$ cat config.mk
export PLATFORM = sky130hd
export DESIGN_NAME = bmp_stream_writer
export DESIGN_NICKNAME = d
export VERILOG_FILES = /design/src/rtl/bmp_pkg.sv /design/src/rtl/bmp_hdr_byte.sv /design/src/rtl/bmp_stream_writer.sv
export SDC_FILE = /design/constraint.sdc
export NUM_CORES = 1
export LEC_CHECK = 0
export ABC_CLOCK_PERIOD_IN_PS = 4200
export CORE_UTILIZATION = 30
export DETAILED_ROUTE_END_ITERATION = 10
export RECOVER_POWER = 25
export SETUP_SLACK_MARGIN = 0.02
export SYNTH_ARGS = -nofsm -noshare
export SYNTH_HDL_FRONTEND = slang
export SYNTH_SLANG_ARGS = --single-unit
$ cat constraint.sdc
create_clock -name CLOCK_50 -period 4.2 [get_ports CLOCK_50]
set_input_delay 0.42 -clock CLOCK_50 [delete_from_list [all_inputs] [get_ports CLOCK_50]]
set_output_delay 0.42 -clock CLOCK_50 [all_outputs]
set_load 0.005 [all_outputs]
$ cat src/rtl/bmp_pkg.sv
// bmp_pkg
//   Shared constants and the writer state type for the BMP stream writer.
//   BMP_HDR_BYTES : length of the BITMAPFILEHEADER + BITMAPINFOHEADER
//   BMP_DIB_SIZE  : BITMAPINFOHEADER size field
//   BMP_BPP       : bits per pixel (24-bit BGR)
//   BMP_PPM       : pixels per metre (72 dpi)
package bmp_pkg;

    localparam int BMP_HDR_BYTES = 54;
    localparam int BMP_DIB_SIZE  = 40;
    localparam int BMP_BPP       = 24;
    localparam int BMP_PPM       = 2835;

    typedef enum logic [2:0] {
        IDLE,
        CALC,
        HDR,
        PIX,
        PAD,
        DONE
    } wr_state_e;

endpackage

$ cat src/rtl/bmp_hdr_byte.sv
// bmp_hdr_byte
//   Combinational lookup of one byte of the 54-byte BMP header.
//   idx_i       : header byte index 0..53
//   width_i     : image width in pixels
//   height_i    : image height in rows
//   img_size_i  : pixel array size in bytes (rows padded to 4 bytes)
//   file_size_i : total file size in bytes
//   hdr_byte_o  : header byte at idx_i
module bmp_hdr_byte
    import bmp_pkg::*;
#(
    parameter int DIM_W = 16
) (
    input  logic [5:0]       idx_i,
    input  logic [DIM_W-1:0] width_i,
    input  logic [DIM_W-1:0] height_i,
    input  logic [31:0]      img_size_i,
    input  logic [31:0]      file_size_i,
    output logic [7:0]       hdr_byte_o
);

    logic [5:0]  off;
    logic [31:0] field;

    // After the "BM" signature the header is a run of 32-bit little-endian
    // words; planes and bpp share one word as {bpp, planes}.
    always_comb begin
        off   = idx_i - 6'd2;
        field = '0;
        case (off[5:2])
            4'd0:       field = file_size_i;
            4'd2:       field = 32'(BMP_HDR_BYTES);
            4'd3:       field = 32'(BMP_DIB_SIZE);
            4'd4:       field = 32'(width_i);
            4'd5:       field = 32'(height_i);
            4'd6:       field = {16'(BMP_BPP), 16'd1};
            4'd8:       field = img_size_i;
            4'd9, 4'd10: field = 32'(BMP_PPM);
            default:    field = '0;
        endcase

        hdr_byte_o = field[{off[1:0], 3'b000} +: 8];
        if (idx_i == 6'd0) begin
            hdr_byte_o = 8'h42;
        end else if (idx_i == 6'd1) begin
            hdr_byte_o = 8'h4D;
        end
    end

endmodule

$ cat src/rtl/bmp_stream_writer.sv
// bmp_stream_writer
//   Serialises a 24-bit image arriving on a valid/ready pixel stream into a
//   byte-wide write memory as a complete BMP file (header, bottom-up BGR rows,
//   rows padded to a multiple of 4 bytes).
//   CLOCK_50  : clock, rising edge
//   KEY3      : asynchronous active-low reset
//   start     : 1-cycle pulse, latches width/height (accepted in IDLE or DONE)
//   width     : image width in pixels
//   height    : image height in rows
//   pix_valid : pixel stream valid
//   pix_data  : {R,G,B}
//   pix_ready : pixel accepted on pix_valid & pix_ready
//   mem_we    : byte write strobe
//   mem_addr  : byte address, 0 upward
//   mem_wdata : byte to write
//   busy      : file in progress
//   done      : file complete, cleared by the next accepted start
//   file_size : total file size in bytes
module bmp_stream_writer
    import bmp_pkg::*;
#(
    parameter int ADDR_W = 15,
    parameter int DIM_W  = 16
) (
    input  logic              CLOCK_50,
    input  logic              KEY3,
    input  logic              start,
    input  logic [DIM_W-1:0]  width,
    input  logic [DIM_W-1:0]  height,
    input  logic              pix_valid,
    input  logic [23:0]       pix_data,
    output logic              pix_ready,
    output logic              mem_we,
    output logic [ADDR_W-1:0] mem_addr,
    output logic [7:0]        mem_wdata,
    output logic              busy,
    output logic              done,
    output logic [31:0]       file_size
);

    wr_state_e         state_q;
    logic [DIM_W-1:0]  width_q, height_q;
    logic [DIM_W-1:0]  col_q, row_q;
    logic [1:0]        pad_q, pad_cnt_q, phase_q;
    logic [31:0]       img_size_q, file_size_q;
    logic [5:0]        hdr_idx_q;
    logic [15:0]       hold_q;
    logic [ADDR_W-1:0] wr_addr_q;
    logic              pix_ready_q, mem_we_q, busy_q, done_q;
    logic [ADDR_W-1:0] mem_addr_q;
    logic [7:0]        mem_wdata_q;

    logic [31:0] rowb_c, stride_c, img_size_c;
    logic [1:0]  pad_c;
    logic [7:0]  hdr_byte;
    logic        we_c;
    logic [7:0]  wdata_c;
    logic        start_ok, hdr_last, col_last, row_last, empty_img;

    // Sizes are derived from the raw inputs and captured together with the
    // dimensions, so file_size is already valid while the FSM sits in CALC.
    always_comb begin
        rowb_c     = (32'(width) << 1) + 32'(width);
        stride_c   = (rowb_c + 32'd3) & ~32'd3;
        pad_c      = 2'(stride_c - rowb_c);
        img_size_c = stride_c * 32'(height);
    end

    bmp_hdr_byte #(.DIM_W(DIM_W)) u_hdr (
        .idx_i       (hdr_idx_q),
        .width_i     (width_q),
        .height_i    (height_q),
        .img_size_i  (img_size_q),
        .file_size_i (file_size_q),
        .hdr_byte_o  (hdr_byte)
    );

    assign start_ok  = start && ((state_q == IDLE) || ((state_q == DONE) && done_q));
    assign hdr_last  = (hdr_idx_q == 6'(BMP_HDR_BYTES - 1));
    assign col_last  = (col_q == width_q - DIM_W'(1));
    assign row_last  = (row_q == height_q - DIM_W'(1));
    assign empty_img = (width_q == '0) || (height_q == '0);

    // Byte chosen for the write issued at the coming edge.
    always_comb begin
        we_c    = 1'b0;
        wdata_c = 8'h00;
        case (state_q)
            CALC, HDR: begin
                we_c    = 1'b1;
                wdata_c = hdr_byte;
            end
            PIX: begin
                case (phase_q)
                    2'd0: begin
                        we_c    = pix_valid && pix_ready_q;
                        wdata_c = pix_data[7:0];
                    end
                    2'd1: begin
                        we_c    = 1'b1;
                        wdata_c = hold_q[7:0];
                    end
                    2'd2: begin
                        we_c    = 1'b1;
                        wdata_c = hold_q[15:8];
                    end
                    default: ;
                endcase
            end
            PAD: begin
                we_c    = 1'b1;
                wdata_c = 8'h00;
            end
            default: ;
        endcase
    end

    always_ff @(posedge CLOCK_50 or negedge KEY3) begin
        if (!KEY3) begin
            state_q     <= IDLE;
            width_q     <= '0;
            height_q    <= '0;
            col_q       <= '0;
            row_q       <= '0;
            pad_q       <= '0;
            pad_cnt_q   <= '0;
            phase_q     <= '0;
            img_size_q  <= '0;
            file_size_q <= '0;
            hdr_idx_q   <= '0;
            hold_q      <= '0;
            wr_addr_q   <= '0;
            pix_ready_q <= 1'b0;
            mem_we_q    <= 1'b0;
            mem_addr_q  <= '0;
            mem_wdata_q <= '0;
            busy_q      <= 1'b0;
            done_q      <= 1'b0;
        end else begin
            mem_we_q <= we_c;
            if (we_c) begin
                mem_addr_q  <= wr_addr_q;
                mem_wdata_q <= wdata_c;
                wr_addr_q   <= wr_addr_q + ADDR_W'(1);
            end

            if (start_ok) begin
                state_q     <= CALC;
                width_q     <= width;
                height_q    <= height;
                pad_q       <= pad_c;
                img_size_q  <= img_size_c;
                file_size_q <= 32'(BMP_HDR_BYTES) + img_size_c;
                hdr_idx_q   <= '0;
                wr_addr_q   <= '0;
                busy_q      <= 1'b1;
                done_q      <= 1'b0;
            end else begin
                case (state_q)
                    CALC: begin
                        hdr_idx_q <= 6'd1;
                        state_q   <= HDR;
                    end
                    HDR: begin
                        hdr_idx_q <= hdr_idx_q + 6'd1;
                        if (hdr_last) begin
                            col_q <= '0;
                            row_q <= '0;
                            if (empty_img) begin
                                state_q <= DONE;
                            end else begin
                                state_q     <= PIX;
                                phase_q     <= 2'd0;
                                pix_ready_q <= 1'b1;
                            end
                        end
                    end
                    PIX: begin
                        case (phase_q)
                            2'd0: begin
                                if (pix_valid && pix_ready_q) begin
                                    hold_q      <= pix_data[23:8];
                                    phase_q     <= 2'd1;
                                    pix_ready_q <= 1'b0;
                                end
                            end
                            2'd1: phase_q <= 2'd2;
                            2'd2: begin
                                phase_q <= 2'd0;
                                if (!col_last) begin
                                    col_q       <= col_q + DIM_W'(1);
                                    pix_ready_q <= 1'b1;
                                end else begin
                                    col_q <= '0;
                                    if (pad_q != 2'd0) begin
                                        state_q   <= PAD;
                                        pad_cnt_q <= pad_q;
                                    end else if (row_last) begin
                                        state_q <= DONE;
                                    end else begin
                                        row_q       <= row_q + DIM_W'(1);
                                        pix_ready_q <= 1'b1;
                                    end
                                end
                            end
                            default: phase_q <= 2'd0;
                        endcase
                    end
                    PAD: begin
                        pad_cnt_q <= pad_cnt_q - 2'd1;
                        if (pad_cnt_q == 2'd1) begin
                            if (row_last) begin
                                state_q <= DONE;
                            end else begin
                                row_q       <= row_q + DIM_W'(1);
                                state_q     <= PIX;
                                phase_q     <= 2'd0;
                                pix_ready_q <= 1'b1;
                            end
                        end
                    end
                    DONE: begin
                        // First DONE cycle still carries the last byte; flag completion after it.
                        if (!done_q) begin
                            busy_q <= 1'b0;
                            done_q <= 1'b1;
                        end
                    end
                    default: state_q <= IDLE;
                endcase
            end
        end
    end

    assign pix_ready = pix_ready_q;
    assign mem_we    = mem_we_q;
    assign mem_addr  = mem_addr_q;
    assign mem_wdata = mem_wdata_q;
    assign busy      = busy_q;
    assign done      = done_q;
    assign file_size = file_size_q;

endmodule

# --- Yosys cells after proc, flatten, opt, wreduce, memory -nomap -nowiden ---
# Cells that the tools add are included.
op_classes:
  addsub: 12
  mul: 1
  n_eq_ne: 38
  shift: 1
  muxes: 56
  bitwise_logic: 1
  reduce_logical: 30
op_table:
  columns: ["op", "count"]
  rows:
  - ["one-hot mux 32 bit (8 select lines)", 1]
  - ["2-to-1 mux 16 bit", 8]
  - ["one-hot mux 16 bit (3 select lines)", 1]
  - ["adder 16 x 1 -> 16 bit (second input constant)", 2]
  - ["adder 6 x 32 -> 32 bit (first input constant)", 1]
  - ["equality test 16 bit", 2]
  - ["zero test 16 bit", 2]
  - ["one-hot mux 16 bit (2 select lines)", 1]
  - ["indexed part select 32 x 6 -> 8 bit", 1]
  - ["subtractor 16 x 1 -> 16 bit (second input constant)", 2]
  - ["multiplier 17 x 16 -> 30 bit", 1]
  - ["2-to-1 mux 15 bit", 2]
  - ["2-to-1 mux 3 bit", 9]
  - ["one-hot mux 8 bit (3 select lines)", 1]
  - ["adder 18 x 2 -> 19 bit (second input constant)", 1]
  - ["adder 17 x 16 -> 18 bit", 1]
  - ["inequality test 2 bit (second input constant)", 9]
  - ["inequality test 3 bit (second input constant)", 6]
  - ["2-to-1 mux 2 bit", 8]
  - ["2-to-1 mux 8 bit", 2]
  - ["one-hot mux 8 bit (2 select lines)", 1]
  - ["adder 15 x 1 -> 15 bit (second input constant)", 1]
  - ["one-hot mux 3 bit (5 select lines)", 1]
  - ["AND reduction 7 bit", 2]
  - ["39 further kinds", 73]
totals:
  ff_bits: 199
  in_bits: 60
  out_inout_bits: 59
  elab_cells: 158

# --- Depth between registers and ports, before layout ---
# Gate-level depths: netlist of run 1.
depth:
  word_depth: 8
  depth_mapped: 38
  ltp_nobuf: 35

# --- By module ---
# Synthesis of run 1 repeated with hierarchy kept, for this count alone.
hier_totals:
  cells_unflattened: 2529
  hier_area_um2: 21592.0
by_module_without_submodules:
  columns: ["module", "n_inst", "cells_per_inst", "area_each_um2", "seq_area_each_um2"]
  rows:
  - ["bmp_stream_writer", 1, 2294, 20078.0, 4929.7]
  - ["bmp_hdr_byte", 1, 235, 1514.0, 0.0]

# --- Worst setup path before layout of run 1 ---
# No wires, ideal clock.
synth_path:
  path_type: "input to register"
  startpoint: "input port width[0]"
  endpoint: "register file_size_q[31], in the netlist file_size[31]"
  setup_time_ns: 0.076
  arrival_time_ns: 9.026
  t_required_ns: 4.124
  path_slack_ns: -4.902
  path_stages: 34
  n_path_buf: 2
  cell_sequence: "ha_1 > inv_1 > fa_1 > nor2b_1 > o21ai_2 > a21oi_1 > o221ai_2 > or4_1 > buf_2 > or4_4 > xor2_1 > clkbuf_1 > nand2_1 > fa_1 > fa_1 > inv_1 > fa_1 > fa_1 > fa_1 > inv_1 > fa_1 > inv_1 > ha_1 > a21oi_1 > o211ai_1 > a31o_2 > and3_1 > a221oi_1 > o21bai_1 > a21oi_1 > xor2_1 > nor4_1 > xnor3_1 > o21ai_1"
synth_between:
  elab_chain_len: 4
synth_lines:
  columns: ["element", "line", "rtl"]
  rows:
  - ["start: declaration", "bmp_stream_writer.sv:28", "input logic [DIM_W-1:0] width,"]
  - ["adder 17 x 16 -> 18 bit", "bmp_stream_writer.sv:63", "rowb_c = (32'(width) << 1) + 32'(width);"]
  - ["adder 18 x 2 -> 19 bit", "bmp_stream_writer.sv:64", "stride_c = (rowb_c + 32'd3) & ~32'd3;"]
  - ["multiplier 17 x 16 -> 30 bit", "bmp_stream_writer.sv:66", "img_size_c = stride_c * 32'(height);"]
  - ["adder 6 x 32 -> 32 bit", "bmp_stream_writer.sv:153", "file_size_q <= 32'(BMP_HDR_BYTES) + img_size_c;"]
  - ["end signal: assignment", "bmp_stream_writer.sv:153", null]
  - ["end: declaration", "bmp_stream_writer.sv:45", "logic [31:0] img_size_q, file_size_q;"]
# No other way between the ends.
# A chain may end at the register's enable or synchronous reset.

# --- Final worst setup path of run 1 ---
layout_path:
  startpoint: "input port width[1]"
  endpoint: "register file_size_q[27], in the netlist file_size[27]"
# Same word-level chain as after synthesis.

==> out/qor.yml, run 1 <==
outcome: "finished with violations"
violations: "max-capacitance violations, max-slew violations, negative setup slack"
netlist_area_mm2: 0.0210
cts_tree: "yes"
gp_congestion: 0.882
crit_buf_inv: 9
clock_path_buffers: 2
grt_max_degree: 135
skew_ps: 16.6
drcViolationCount: 0
wire_per_inst_um: 16.4
grtUsageMet1_pct: 23.2
row_count: 96
io_pins: 119
yosysSeqAreaShare_pct: 23.5
slew_violations: 103
io_buffers: 117
multi_input_area_mm2: 0.0164
cts_buffers: 17
utilization_pct: 41.7
nFillCells: 6722
syn_avg_cell_area_um2: 8.67
drv_cap: 1
netlist_instances: 2418
dp_hpwl_um: 48500
drt_wl_total_um: 61900
dpl.cell_count: 3661
die_x_um: 266
seqCellArea_mm2: 0.00493
core_mm2: 0.0688
setup_viol: 52
detail-route-antenna-nets: 0
crit_type: "primary input to register"
drtPass1Iterations: 5
die_h_um: 266
busiest_layer: "met2"
cts_sinks: 197
grt_usage_pct: 17.7
clkTransAtPathRegs_ps: 90
hold_path_class: "primary input to register"
crit_fanout: 5
cts_root_buf: "clkbuf_16"
async_reset_ff_share_pct: 100
global_route.usage.met2_pct: 30.8
num_vias: 18400
rsz0062_at_grt: "yes"
synth_top_area_share_pct: 23.5
gr-usage-met3_pct: 1.22
hold_buffers: 0
crit_path_end_kind: "register"
slowest_delay_ps: 520
finalNonFillerCells: 3773
grt_pass1_vias: 18800
grt_first_pass_wirelength_um: 101000
area_delta_synth_final_pct: 36.8
syn_nets: 2809
insertion_delay_ps: 460
overflow: 0
start_kind: "primary input"
avgViaCountPerCell: 4.88
post_synth_num_cell_types: 87
htree_levels: 4
dieArea_mm2: 0.0710
fin_ws_ps: -3920
yosys_warnings: 0
drtIter0Drc: 1232
yosys.area.top_type: "dfrtp_1"
post-place-ws_ps: -5170
critPathSlowestCell: "fa_1"
drive_gt1_share_pct: 26.7
synth-main-ff-cell: "dfrtp_1"
arrival_ps: 8480
initial_core_util_pct: 30.5
critPathMostFrequentCell: "fa_1"
fmax_mhz: 123
synth-edff-count: 0
tightest_slew_ps: 2770
diodes: 0
fin_crit_sh_pct: 193
final_nets: 3220
crit_family: "adder cells"
cp.required_ps: 4560
ys_ff_latch: 197
slew_headroom_pct: -84.5
final_hold_viol_count: 0
antenna_found_initial: 0
yosys-top-cells-area: "dfrtp_1 24%, fa_1 20%, ha_1 7.4%"
finalCriticalPeriod_ps: 8120
-- stage by stage --
stage | setup TNS [ps] | instance area [µm²] | hold slack (ps)
global route | -161280 | 28700 | 277
global placement | -203430 | 25800 | 458
finish | -148320 | 28700 | 254
detailed placement | -206540 | 25800 | 464
floorplan | -147330 | 21600 | 124
CTS | -152310 | 27800 | 95.1
-- cells in the mapped netlist (18+ instances only) --
cell / instances
nor2_1: 117
xor2_1: 68
a221oi_1: 26
fa_1: 207
nor2b_1: 18
nand4_1: 22
ha_1: 124
a31oi_1: 18
o21ai_1: 29
clkbuf_1: 96
nand3_1: 53
inv_1: 280
o21ai_0: 105
a21oi_1: 83
xnor2_1: 82
and2_1: 144
nor3_1: 39
dfrtp_1: 197
nand2_1: 383
a22oi_1: 18
mux2_2: 35
and3_1: 23
-- worst reg2reg max path: cells and delay by family, from the launching register on --
kind | cells | cell delay, ps
AO/OA/AOI/OAI | 2 | 680
AND/OR/NAND/NOR | 7 | 2180
flip-flops | 1 | 490
XOR/XNOR | 1 | 170
-- layout by cell type, fill, tap and decap left out, types with 12 or more instances in the layout --
master and n:
a21o_1 12, a21oi_1 68, a221oi_1 23, a22oi_1 16, a31oi_1 16, and2_1 132, and2_4 12, and3_1 19
buf_12 18, buf_4 314, buf_6 59, clkbuf_16 17, clkdlybuf4s50_1 101, dfrtp_1 197, fa_1 201, ha_1 88
ha_4 35, inv_1 253, inv_2 27, mux2_2 34, nand2_1 360, nand2_2 18, nand2b_1 14, nand3_1 46
nand4_1 22, nor2_1 100, nor2b_1 15, nor3_1 31, o211ai_1 15, o21ai_0 52, o21ai_1 62, o21ai_2 18
or3_1 12, xnor2_1 56, xnor2_2 18, xor2_1 51, xor2_2 14
-- area by class of cell --
type / count / share of cell area, %
timing repair buffer: 510 / 15.8
clock inverter: 15 / 0.772
inverter: 281 / 3.68
tap: 931 / 4.06
sequential: 197 / 17.2
multi-input combinational: 1822 / 57.0
clock buffer: 17 / 1.48
-- state kept, by name, summed over array words and instances (netlist names), 2 cells and up --
name / flops
file_size: 31
state_q: 3
hdr_idx_q: 6
wr_addr_q: 15
img_size_q: 30
mem_addr: 15
phase_q: 2
width_q: 16
col_q: 16
row_q: 16
mem_wdata: 8
hold_q: 16
pad_cnt_q: 2
height_q: 16
-- timing repair --
action | in CTS | in global routing
endpoints found under the setup margin | 53 | 52
resized for setup | 222 | 193
pin swaps | 106 | 96
setup buffers | 60 | 46
-- routing by layer --
layer  routed length [µm]  vias to the layer above
li1                     -                     8827
met1                27800                     9136
met2                30500                      362
met3                 1720                       86
met4                 1870                        0
met5                    0                        -
-- final timing paths --
kind,cells past startpoint,startpoint,slack (ps),to
max,36,width[1],-3920,file_size[27]$_DFFE_PN0P_
min,3,width[3],250,width_q[3]$_DFFE_PN0P_
max reg2reg,10,width_q[2]$_DFFE_PN0P_,580,row_q[12]$_DFFE_PN0P_
min reg2reg,2,img_size_q[17]$_DFFE_PN0P_,480,img_size_q[17]$_DFFE_PN0P_
max in group asynchronous,1,KEY3,1740,img_size_q[19]$_DFFE_PN0P_
min in group asynchronous,1,KEY3,810,col_q[6]$_DFFE_PN0P_
-- cell families after synthesis --
logic type / Yosys count / synth area share (%)
AND/OR/NAND/NOR: 886 / 20.5
AO/OA/AOI/OAI: 409 / 12.8
buffers and inverters: 399 / 7.30
adder cells (fa/ha/maj): 331 / 27.2
flip-flops: 197 / 23.5
XOR/XNOR: 152 / 6.45
multiplexers: 43 / 2.26
other: 1 / 0.0179
Power of run 1 is not shown: default switching activity piles up to over one toggle a cycle in this logic, so the estimate is an artifact.
==> inputs of run 2 (changes only) <==
CORE_MARGIN = 3   (was default)
PLACE_DENSITY = 0.55   (was default)
==> run 2 against run 1 <==
The flow still finishes with violations (max-capacitance violations, max-slew violations, negative setup slack); final cell count hardly changed; die area is 3.0% higher; first-iteration DRC count is 14% higher; register-to-register slack worse by 150 ps; via count is 1.3% higher; critical path type unchanged; critical endpoint is now file_size[31]$_DFFE_PN0P_.
==> out/qor.yml, run 2 (synthesis gave the netlist of run 1 again) <==
final_cell_mix: "360 x nand2_1, 337 x buf_4, 260 x inv_1"
fin_setup_tns_ps: -152630  # -4310 ps
critPathMostFrequentCell: "fa_1"
design_area_mm2: 0.0285  # -0.61%
critical_path_depth: 36  # unchanged
grt_max_degree: 99  # -27%
wire_per_inst_um: 17.1  # +4.0%
skew_ps: 12.1  # -4.57 ps
violations: "max-capacitance violations, max-slew violations, negative setup slack"
grt_pass1_vias: 19300  # +2.6%
clock_path_buffers: 2  # unchanged
drv_cap: 2  # +1
drtIter0Drc: 1408  # +14%
drt_wl_total_um: 64400  # +4.1%
largest_register_ffs: 31  # unchanged
io_buffers: 117  # unchanged
row_count: 96  # unchanged
finalCriticalPeriod_ps: 8210  # +88.1 ps
die_h_um: 270  # +1.5%
area_delta_synth_final_pct: 35.9
rsz0062_at_grt: "yes"
fmax_mhz: 122  # -1.1%
reg2reg_depth: 10  # unchanged
dpl_cell_area_mm2: 0.0258  # about the same
diodes: 0  # unchanged
final_common_cell: "nand2_1"
crit_family: "adder cells"
drive_gt1_share_pct: 26.3  # -0.38 points
die_x_um: 270  # +1.5%
drtPass1Iterations: 6  # +1
htree_levels: 4  # unchanged
slew_headroom_pct: -72.4  # +12 points
setup_viol: 52  # unchanged
crit_fanout: 5  # unchanged
outcome: "finished with violations"
initial_core_util_pct: 30.4  # -0.053 points
final_nets: 3223  # +0.093%
cts_root_buf: "clkbuf_16"
final_hold_viol_count: 0  # unchanged
arrival_ps: 8600  # +120 ps
dp_hpwl_um: 50800  # +4.8%
clkTransAtPathRegs_ps: 90  # about the same
crit_path_end_kind: "register"
drcViolationCount: 0  # unchanged
slew_violations: 169  # +64%
grt_usage_pct: 17.4  # -0.24 points
cp.required_ps: 4590  # +30 ps
io_pins: 119  # unchanged
fin_hold_ws_ps: 275  # +21.0 ps
critPathLaunch: "width[7]"
detail-route-antenna-nets: 0  # unchanged
tightest_slew_ps: 2590  # -182 ps
cts_tree: "yes"
reg2reg_to: "row_q[12]$_DFFE_PN0P_"
regToRegSetupSlack_ps: 430  # -150 ps
avgViaCountPerCell: 4.94  # +1.3%
num_vias: 18700  # +1.3%
overflow: 0  # unchanged
grt_first_pass_wirelength_um: 104000  # +3.5%
gp_congestion: 0.871  # -1.2%
fin_ws_ps: -4010  # -88.1 ps
critPathSlowestCell: "fa_1"
slowest_delay_ps: 540  # +20 ps
start_kind: "primary input"
fin_crit_sh_pct: 195  # +2.1 points
antenna_found_initial: 0  # unchanged
hold_path_class: "primary input to register"
r2r_start: "width_q[5]$_DFFE_PN0P_"
dieArea_mm2: 0.0731  # +3.0%
cts_sinks: 197  # unchanged
core_mm2: 0.0689  # +0.17%
crit_type: "primary input to register"
insertion_delay_ps: 470  # about the same
crit_buf_inv: 9  # unchanged
nFillCells: 6796  # +1.1%
endpoint: "file_size[31]$_DFFE_PN0P_"
cts_buffers: 17  # unchanged
## run 2: final cells by class
class / instances / area, µm² / area share [%]
multi-input cells: 1822 / 16300 / 57.3
flip-flops and latches: 197 / 4930 / 17.3
repair buffers: 513 / 4400 / 15.4
well taps: 931 / 1160 / 4.09
inverters: 281 / 1050 / 3.70
clock buffers: 17 / 425 / 1.49
clock inverters: 15 / 211 / 0.742
## run 2: worst reg2reg max path, stage by stage (launching register included)
cell and delay, ps:
dfrtp_1 500, or4_4 640, nor4_4 350, nand3_1 180
xnor2_1 180, nor4b_1 240, nand4_1 230, and2_1 350
a211o_4 450, nand2b_4 270, o41ai_1 280
## run 2: timing repair
item,4_1_cts,5_1_grt
gates resized for setup,176,206
setup buffers,41,42
hold buffers,0,0
pin swaps,91,125
endpoints found under the setup margin,53,54
## run 2: stage by stage
stage | cells | worst slack (ps) | utilization [%]
2_1_floorplan | 2418 | -4080 | -
3_3_place_gp | 3671 | -5060 | 37.5
3_5_place_dp | 3671 | -5190 | 37.5
4_1_cts | 3739 | -4170 | 39.8
5_1_grt | 3776 | -4310 | 41.4
6_report | 3776 | -4010 | 41.4
## run 2: per-layer routing
metal	up-vias	share of wire (%)	global-route usage, %
met5	-	0	0
met4	0	2.4	4.77
met3	74	3.6	1.49
met2	419	50	30.9
met1	9363	43	22.8
li1	8803	-	-
## run 2: worst min-delay path by stage
stage          depth (start not counted)                         end                       start
2_1_floorplan                          0            busy$_DFFE_PN0P_                        KEY3
3_3_place_gp                           2   img_size_q[5]$_DFFE_PN0P_   img_size_q[5]$_DFFE_PN0P_
3_5_place_dp                           2  img_size_q[14]$_DFFE_PN0P_  img_size_q[14]$_DFFE_PN0P_
4_1_cts                                1    file_size[3]$_DFFE_PN0P_                        KEY3
5_1_grt                                4      width_q[6]$_DFFE_PN0P_                    width[6]
6_report                               4      width_q[6]$_DFFE_PN0P_                    width[6]
Power of run 2 is left out for the same reason.
==> inputs of run 3 (changes only) <==
==> constraint.sdc (replaced) <==
create_clock -name CLOCK_50 -period 4.2 [get_ports CLOCK_50]
set_input_delay 0.42 -clock CLOCK_50 [delete_from_list [all_inputs] [get_ports CLOCK_50]]
set_output_delay 0.42 -clock CLOCK_50 [all_outputs]
set_load 0.1 [all_outputs]
==> results of run 3 <==
No change in the layout: final DEF, timing and power equal those of run 2.
Power of run 3 is left out for the same reason.
